--- config.mk ---
export PLATFORM = sky130hd
export DESIGN_NAME = wb_arbiter_flat
export DESIGN_NICKNAME = d
export VERILOG_FILES = /design/src/rtl/wb_arbiter_pkg.sv /design/src/rtl/wb_arbiter_if.sv /design/src/rtl/wb_rr_pick.sv /design/src/rtl/wb_arbiter.sv /design/src/flat_wrapper.sv
export SDC_FILE = /design/constraint.sdc
export NUM_CORES = 1
export LEC_CHECK = 0
export ABC_AREA = 0
export CAP_MARGIN = 25
export CORE_AREA = 2 2 156 158
export CTS_CLUSTER_DIAMETER = 40
export CTS_CLUSTER_SIZE = 16
export DETAILED_ROUTE_END_ITERATION = 8
export DIE_AREA = 0 0 158 160
export SETUP_SLACK_MARGIN = 0.1
export SLEW_MARGIN = 20
export SYNTH_ARGS = -nofsm -noshare
export SYNTH_HDL_FRONTEND = slang
export SYNTH_SLANG_ARGS = --single-unit
--- constraint.sdc ---
create_clock -name clk -period 3.8 [get_ports clk]
set_input_delay 0.57 -clock clk [delete_from_list [all_inputs] [get_ports clk]]
set_output_delay 0.57 -clock clk [all_outputs]
set_load 0.02 [all_outputs]
--- src/rtl/wb_arbiter_pkg.sv ---
// Shared defaults and helpers for the writeback arbiter.
package wb_arbiter_pkg;

    localparam int NCH_DEF  = 2;
    localparam int NWP_DEF  = 1;
    localparam int XLEN_DEF = 64;
    localparam int RAW_DEF  = 5;
    localparam int CNT_W    = 64;

    function automatic int idx_w(input int n);
        return (n > 1) ? $clog2(n) : 1;
    endfunction

endpackage

--- src/rtl/wb_arbiter_if.sv ---
// Producer channels in, register-file write ports out.
interface wb_arbiter_if
    import wb_arbiter_pkg::*;
#(
    parameter int NCH  = NCH_DEF,
    parameter int NWP  = NWP_DEF,
    parameter int XLEN = XLEN_DEF,
    parameter int RAW  = RAW_DEF
);
    logic [NCH-1:0]      ch_valid;
    logic [NCH-1:0]      ch_wb_en;
    logic [NCH*RAW-1:0]  ch_dst;
    logic [NCH*XLEN-1:0] ch_result;
    logic [NCH*XLEN-1:0] ch_pc;
    logic [NCH-1:0]      ch_ready;
    logic [NWP-1:0]      rf_wen;
    logic [NWP*RAW-1:0]  rf_wdst;
    logic [NWP*XLEN-1:0] rf_wdata;
    logic [CNT_W-1:0]    retire_count;

    modport master (
        output ch_valid, ch_wb_en, ch_dst,
        output ch_result, ch_pc,
        input  ch_ready, rf_wen, rf_wdst,
        input  rf_wdata, retire_count
    );

    modport slave (
        input  ch_valid, ch_wb_en, ch_dst,
        input  ch_result, ch_pc,
        output ch_ready, rf_wen, rf_wdst,
        output rf_wdata, retire_count
    );
endinterface

--- src/rtl/wb_rr_pick.sv ---
// Rotate-priority picker: first unmasked request at or after the pointer.
module wb_rr_pick
    import wb_arbiter_pkg::*;
#(
    parameter int NCH = NCH_DEF,
    parameter int IW  = idx_w(NCH)
) (
    input  logic [NCH-1:0] i_req,
    input  logic [NCH-1:0] i_mask,
    input  logic [IW-1:0]  i_ptr,
    output logic [NCH-1:0] o_gnt,
    output logic [IW-1:0]  o_idx,
    output logic           o_vld
);
    always_comb begin
        o_gnt = '0;
        o_idx = '0;
        o_vld = 1'b0;
        for (int k = 0; k < NCH; k++) begin
            logic [IW-1:0] c;
            c = IW'((int'(i_ptr) + k) % NCH);
            if (!o_vld && i_req[c] && !i_mask[c]) begin
                o_vld    = 1'b1;
                o_gnt[c] = 1'b1;
                o_idx    = c;
            end
        end
    end
endmodule

--- src/rtl/wb_arbiter.sv ---
// Round-robin writeback arbiter: NCH producers onto NWP registered RF ports.
module wb_arbiter
    import wb_arbiter_pkg::*;
#(
    parameter int NCH  = NCH_DEF,
    parameter int NWP  = NWP_DEF,
    parameter int XLEN = XLEN_DEF,
    parameter int RAW  = RAW_DEF
) (
    input  logic         clk,
    input  logic         rst_n,
    wb_arbiter_if.slave  bus
);
    localparam int IW = idx_w(NCH);

    logic [IW-1:0]       r_rr_ptr;
    logic [NWP-1:0]      r_wen;
    logic [NWP*RAW-1:0]  r_wdst;
    logic [NWP*XLEN-1:0] r_wdata;
    logic [CNT_W-1:0]    r_retire_count;

    logic [NCH-1:0]      w_wreq;
    logic [NCH-1:0]      w_ret;
    logic [NCH-1:0]      w_gnt_all;
    logic [NCH-1:0]      w_ready;
    logic [NWP-1:0]      w_wen;
    logic [NWP*RAW-1:0]  w_wdst;
    logic [NWP*XLEN-1:0] w_wdata;
    logic [IW-1:0]       w_nptr;
    logic                w_any;
    logic [CNT_W-1:0]    w_xfer;
    logic                w_unused_pc;

    // x0 writes are demoted to retire-only
    always_comb begin
        w_wreq = '0;
        w_ret  = '0;
        for (int i = 0; i < NCH; i++) begin
            w_wreq[i] = bus.ch_valid[i] && bus.ch_wb_en[i]
                        && (bus.ch_dst[i*RAW +: RAW] != '0);
            w_ret[i]  = bus.ch_valid[i] && !w_wreq[i];
        end
    end

    for (genvar p = 0; p < NWP; p++) begin : g_st
        logic [NCH-1:0]  w_mask_in;
        logic [NCH-1:0]  w_gacc_in;
        logic [NCH-1:0]  w_gacc_out;
        logic [NCH-1:0]  w_gnt;
        logic [IW-1:0]   w_ptr_in;
        logic [IW-1:0]   w_ptr_out;
        logic [IW-1:0]   w_idx;
        logic            w_any_in;
        logic            w_any_out;
        logic            w_vld;
        logic [RAW-1:0]  w_gdst;
        logic [XLEN-1:0] w_gdata;

        if (p == 0) begin : g_first
            assign w_mask_in = '0;
            assign w_gacc_in = '0;
            assign w_ptr_in  = r_rr_ptr;
            assign w_any_in  = 1'b0;
        end else begin : g_next
            // mask earlier grants and anything sharing their dst
            always_comb begin
                w_mask_in = g_st[p-1].w_mask_in
                          | g_st[p-1].w_gnt;
                for (int i = 0; i < NCH; i++) begin
                    if (g_st[p-1].w_vld &&
                        bus.ch_dst[i*RAW +: RAW]
                          == g_st[p-1].w_gdst)
                        w_mask_in[i] = 1'b1;
                end
            end
            assign w_gacc_in = g_st[p-1].w_gacc_out;
            assign w_ptr_in  = g_st[p-1].w_ptr_out;
            assign w_any_in  = g_st[p-1].w_any_out;
        end

        wb_rr_pick #(.NCH(NCH), .IW(IW)) u_pick (
            .i_req  (w_wreq),
            .i_mask (w_mask_in),
            .i_ptr  (r_rr_ptr),
            .o_gnt  (w_gnt),
            .o_idx  (w_idx),
            .o_vld  (w_vld)
        );

        assign w_gdst  = bus.ch_dst[int'(w_idx)*RAW +: RAW];
        assign w_gdata = bus.ch_result[int'(w_idx)*XLEN +: XLEN];

        assign w_gacc_out = w_gacc_in | w_gnt;
        assign w_any_out  = w_any_in | w_vld;
        assign w_ptr_out  = !w_vld ? w_ptr_in :
                            (int'(w_idx) == NCH-1) ? '0 :
                            w_idx + 1'b1;

        assign w_wen[p]               = w_vld;
        assign w_wdst[p*RAW +: RAW]   = w_vld ? w_gdst : '0;
        assign w_wdata[p*XLEN +: XLEN] = w_vld ? w_gdata : '0;
    end

    assign w_gnt_all = g_st[NWP-1].w_gacc_out;
    assign w_any     = g_st[NWP-1].w_any_out;
    assign w_nptr    = g_st[NWP-1].w_ptr_out;
    assign w_ready   = w_ret | w_gnt_all;

    always_comb begin
        w_xfer = '0;
        for (int i = 0; i < NCH; i++)
            w_xfer = w_xfer
                   + CNT_W'(bus.ch_valid[i] & w_ready[i]);
    end

    always_ff @(posedge clk or negedge rst_n) begin
        if (!rst_n) begin
            r_rr_ptr       <= '0;
            r_wen          <= '0;
            r_wdst         <= '0;
            r_wdata        <= '0;
            r_retire_count <= '0;
        end else begin
            if (w_any)
                r_rr_ptr <= w_nptr;
            r_wen          <= w_wen;
            r_wdst         <= w_wdst;
            r_wdata        <= w_wdata;
            r_retire_count <= r_retire_count + w_xfer;
        end
    end

    assign w_unused_pc      = ^bus.ch_pc;
    assign bus.ch_ready     = w_ready;
    assign bus.rf_wen       = r_wen;
    assign bus.rf_wdst      = r_wdst;
    assign bus.rf_wdata     = r_wdata;
    assign bus.retire_count = r_retire_count;
endmodule
--- src/flat_wrapper.sv ---
// flat-port wrapper written by rule: the top's interface ports become plain ports
module wb_arbiter_flat import wb_arbiter_pkg::*;
#(
    parameter int NCH  = NCH_DEF,
    parameter int NWP  = NWP_DEF,
    parameter int XLEN = XLEN_DEF,
    parameter int RAW  = RAW_DEF
)
  (clk, rst_n, bus_ch_valid, bus_ch_wb_en, bus_ch_dst, bus_ch_result, bus_ch_pc, bus_ch_ready, bus_rf_wen, bus_rf_wdst, bus_rf_wdata, bus_retire_count);
  wb_arbiter_if #(.NCH(NCH), .NWP(NWP), .XLEN(XLEN), .RAW(RAW)) bus_i ();
  input  logic clk;
  input  logic rst_n;
  input wire logic [$bits(bus_i.ch_valid)-1:0] bus_ch_valid;
  input wire logic [$bits(bus_i.ch_wb_en)-1:0] bus_ch_wb_en;
  input wire logic [$bits(bus_i.ch_dst)-1:0] bus_ch_dst;
  input wire logic [$bits(bus_i.ch_result)-1:0] bus_ch_result;
  input wire logic [$bits(bus_i.ch_pc)-1:0] bus_ch_pc;
  output wire logic [$bits(bus_i.ch_ready)-1:0] bus_ch_ready;
  output wire logic [$bits(bus_i.rf_wen)-1:0] bus_rf_wen;
  output wire logic [$bits(bus_i.rf_wdst)-1:0] bus_rf_wdst;
  output wire logic [$bits(bus_i.rf_wdata)-1:0] bus_rf_wdata;
  output wire logic [$bits(bus_i.retire_count)-1:0] bus_retire_count;
  assign bus_i.ch_valid = bus_ch_valid;
  assign bus_i.ch_wb_en = bus_ch_wb_en;
  assign bus_i.ch_dst = bus_ch_dst;
  assign bus_i.ch_result = bus_ch_result;
  assign bus_i.ch_pc = bus_ch_pc;
  assign bus_ch_ready = bus_i.ch_ready;
  assign bus_rf_wen = bus_i.rf_wen;
  assign bus_rf_wdst = bus_i.rf_wdst;
  assign bus_rf_wdata = bus_i.rf_wdata;
  assign bus_retire_count = bus_i.retire_count;
  wb_arbiter #(.NCH(NCH), .NWP(NWP), .XLEN(XLEN), .RAW(RAW)) u_core (.clk(clk), .rst_n(rst_n), .bus(bus_i));
endmodule
==> flow_metrics.tcl <==
set metrics [dict create \
    setup_slack_ns 0.226 \
    ys_ff_latch 135 \
    mappedNetlistArea_mm2 0.00591 \
    cts_buffer_depth 2 \
    io_buffers 279 \
    cp_data_arrival_time_ns 3.90 \
    p_leak_nw 4.52 \
    die_area_mm2 0.0253 \
    synth-edff-count 0 \
    finalSetupViolCount 0 \
    root_buffer "clkbuf_16" \
    worst_ep_required_time_ns 4.13 \
    synthTopCellsByCount "154 x nand2_1, 135 x dfrtp_1, 92 x nand3_1" \
    cts_hold_buf 0 \
    hold_viol_final 0 \
    synth.area.top_cells "dfrtp_1 57%, nand2_1 9.8%, nand3_1 7.8%" \
    die_x_um 158 \
    synth.largest_area_cell "dfrtp_1" \
    ir_drop_v 0.000209 \
    worst_setup_path_start_kind "input port" \
    cap_violations 0 \
    cts_inserted_buffers 17 \
    rsz0062_at_grt "no" \
    yosysWarningCount 0 \
    dpl.hpwl_mm 16.0 \
    slew_viol_final 0 \
    synth.most_common_cell "nand2_1" \
    timing.setup.tns_ns 0 \
    grt_pass1_vias 5541 \
    netlist-cell-type-count 42 \
    ant_nets 0 \
    grt_first_pass_wirelength_mm 31.5 \
    timing.rr.end "u_core.bus.retire_count[60]" \
    overflow 0 \
    clk_latency_ns 0.41 \
    rrSetupSlack_ns 1.04 \
    fin_cells 1236 \
    gp_congestion 0.798 \
    crit_fanout 4 \
    drt_iter0_markers 215 \
    rows 57 \
    antenna_found_initial 0 \
    drive_gt1_share_pct 10.3 \
    reg2reg_depth 13 \
    hold_class "input port to async pin" \
    async_reset_ff_share_pct 100 \
    h-tree-depth 4 \
    synthFlopType "dfrtp_1" \
    grt_usage_pct 16.8 \
    netlist_instances 590 \
    drc 0 \
    powerDensity_mw_per_mm2 423 \
    yosysSeqAreaShare_pct 57.2 \
    drt-total-wl_mm 20.9 \
    clkTransAtPathRegs_ns 0.06 \
    cp-end-kind "flip-flop" \
    die_y_um 160 \
    max_freq_ghz 0.280 \
    synth_nets 864 \
    crit_type "input port to flip-flop" \
    pin_count 408 \
    syn2layout_area_growth_pct 69.2 \
    via_per_inst 4.36 \
    start_util_pct 24.8 \
    n_antenna_cell 0 \
    final_area_mm2 0.00999 \
    core-area_mm2 0.0238 \
    dp_cells 1197 \
    placed_area_mm2 0.00924 \
    cts_sinks 135 \
    max_slew_margin_pct 49.9 \
    rr_startpoint "u_core.g_st[0].w_ptr_in" \
    period_needed_ns 3.57 \
    vias 5388 \
    synth.avg_cell_area_um2 10.0 \
    nets 1174 \
    drt-pass1-iter-count 4 \
    status "completed" \
    cts_tree "done" \
    post-place-ws_ns -0.363 \
    netlist.area_leader.share_pct 57.2 \
    skew_ns 0.00621 \
    wl_per_cell_um 16.9 \
    grt_max_degree 80 \
    final.period_utilization_pct 94.1 \
    tightest_slew_ns 0.752 \
]
-- layout make-up --
type	instances	area (um^2)
clock buffer	20	467
clock inverter	11	171
fill	2378	13800
inverter	17	63.8
multi-input combinational	415	2440
sequential	135	3380
tap	324	405
timing repair buffer	314	3070
-- worst max-delay path by stage --
stage | start | to | slack [ns] | depth (start not counted)
CTS | bus_ch_dst[2] | u_core.bus.retire_count[60] | 0.10 | 14
detailed placement | bus_ch_dst[6] | u_core.bus.retire_count[54] | -0.36 | 14
finish | bus_ch_dst[2] | u_core.bus.retire_count[60] | 0.23 | 15
global placement | bus_ch_dst[0] | u_core.bus.retire_count[62] | -0.33 | 14
global route | bus_ch_dst[7] | u_core.bus.retire_count[48] | 0.09 | 17
floorplan | bus_ch_dst[0] | u_core.bus.retire_count[54] | 0.1 | 15
-- sequential cells by signal, summed over array words and instances (netlist names) --
| register | count |
|---|---|
| u_core.bus.retire_count | 64 |
| u_core.bus.rf_wdata | 64 |
| u_core.bus.rf_wdst | 5 |
| u_core.g_st.w_ptr_in | 1 |
| u_core.bus.rf_wen | 1 |
-- per-stage QoR --
| step | hold slack [ns] | power [mW] | utilization [%] |
|---|---|---|---|
| finish | 0.176 | 4.22 | 41.9 |
| global route | 0.221 | 4.40 | 41.9 |
| CTS | 0.208 | 4.28 | 41.8 |
| detailed placement | 0.480 | 2.43 | 38.8 |
| global placement | 0.479 | 2.43 | 38.8 |
| floorplan | 0.274 | 1.94 | - |
-- cell usage in the layout, fill, tap and decap left out, types with 10 or more instances in the layout --
cell type / count
clkdlybuf4s50_1: 274
nand2_1: 152
dfrtp_1: 135
nand3_1: 92
xnor2_1: 36
buf_4: 33
xor2_1: 26
nor2_1: 21
nand4_1: 19
clkbuf_16: 17
inv_1: 16
nor3_1: 10
-- cells by family (layout without fill, tap and decap cells) --
kind of cell / count (synthesis) / in the layout / share of synthesized area (%)
AOI/OAI and AO/OA: 12 / 12 / 1.59
xor gates and xnor gates: 62 / 62 / 9.19
adders and majority gates: 2 / 2 / 0.551
buffers and inverters: 40 / 362 / 3.37
DFF: 135 / 135 / 57.2
and+or+nand+nor: 339 / 339 / 28.1
-- repair_timing --
item	in CTS	in global routing
resized for setup	14	2
pin swaps	7	4
setup buffers	5	3
endpoints found under the setup margin	4	9
-- where the power goes --
part / switching [mW] / leakage, nW / internal, mW
clock: 0.658 / 0.308 / 1.15
sequential: 0.0938 / 1.77 / 1.53
combinational: 0.385 / 2.43 / 0.400
-- routing by layer --
layer	vias up	part of all wire [%]	track usage [%]
met5	-	0	0
met1	2546	45	22.3
met4	0	0.61	3.07
li1	2607	-	-
met3	7	10	7.44
met2	228	44	25.5
-- worst max-delay path, stage by stage --
cell	delay, ns
clkdlybuf4s50_1	0.43
or4_4	0.51
o211a_4	0.26
a21o_4	0.22
nand2_4	0.06
inv_1	0.05
fa_2	0.40
inv_2	0.08
ha_4	0.13
nand4_1	0.10
buf_4	0.18
nor4_4	0.22
nand4_4	0.19
nor4_4	0.34
xor2_1	0.16
No activity file was read; power rests on OpenSTA's default activity.
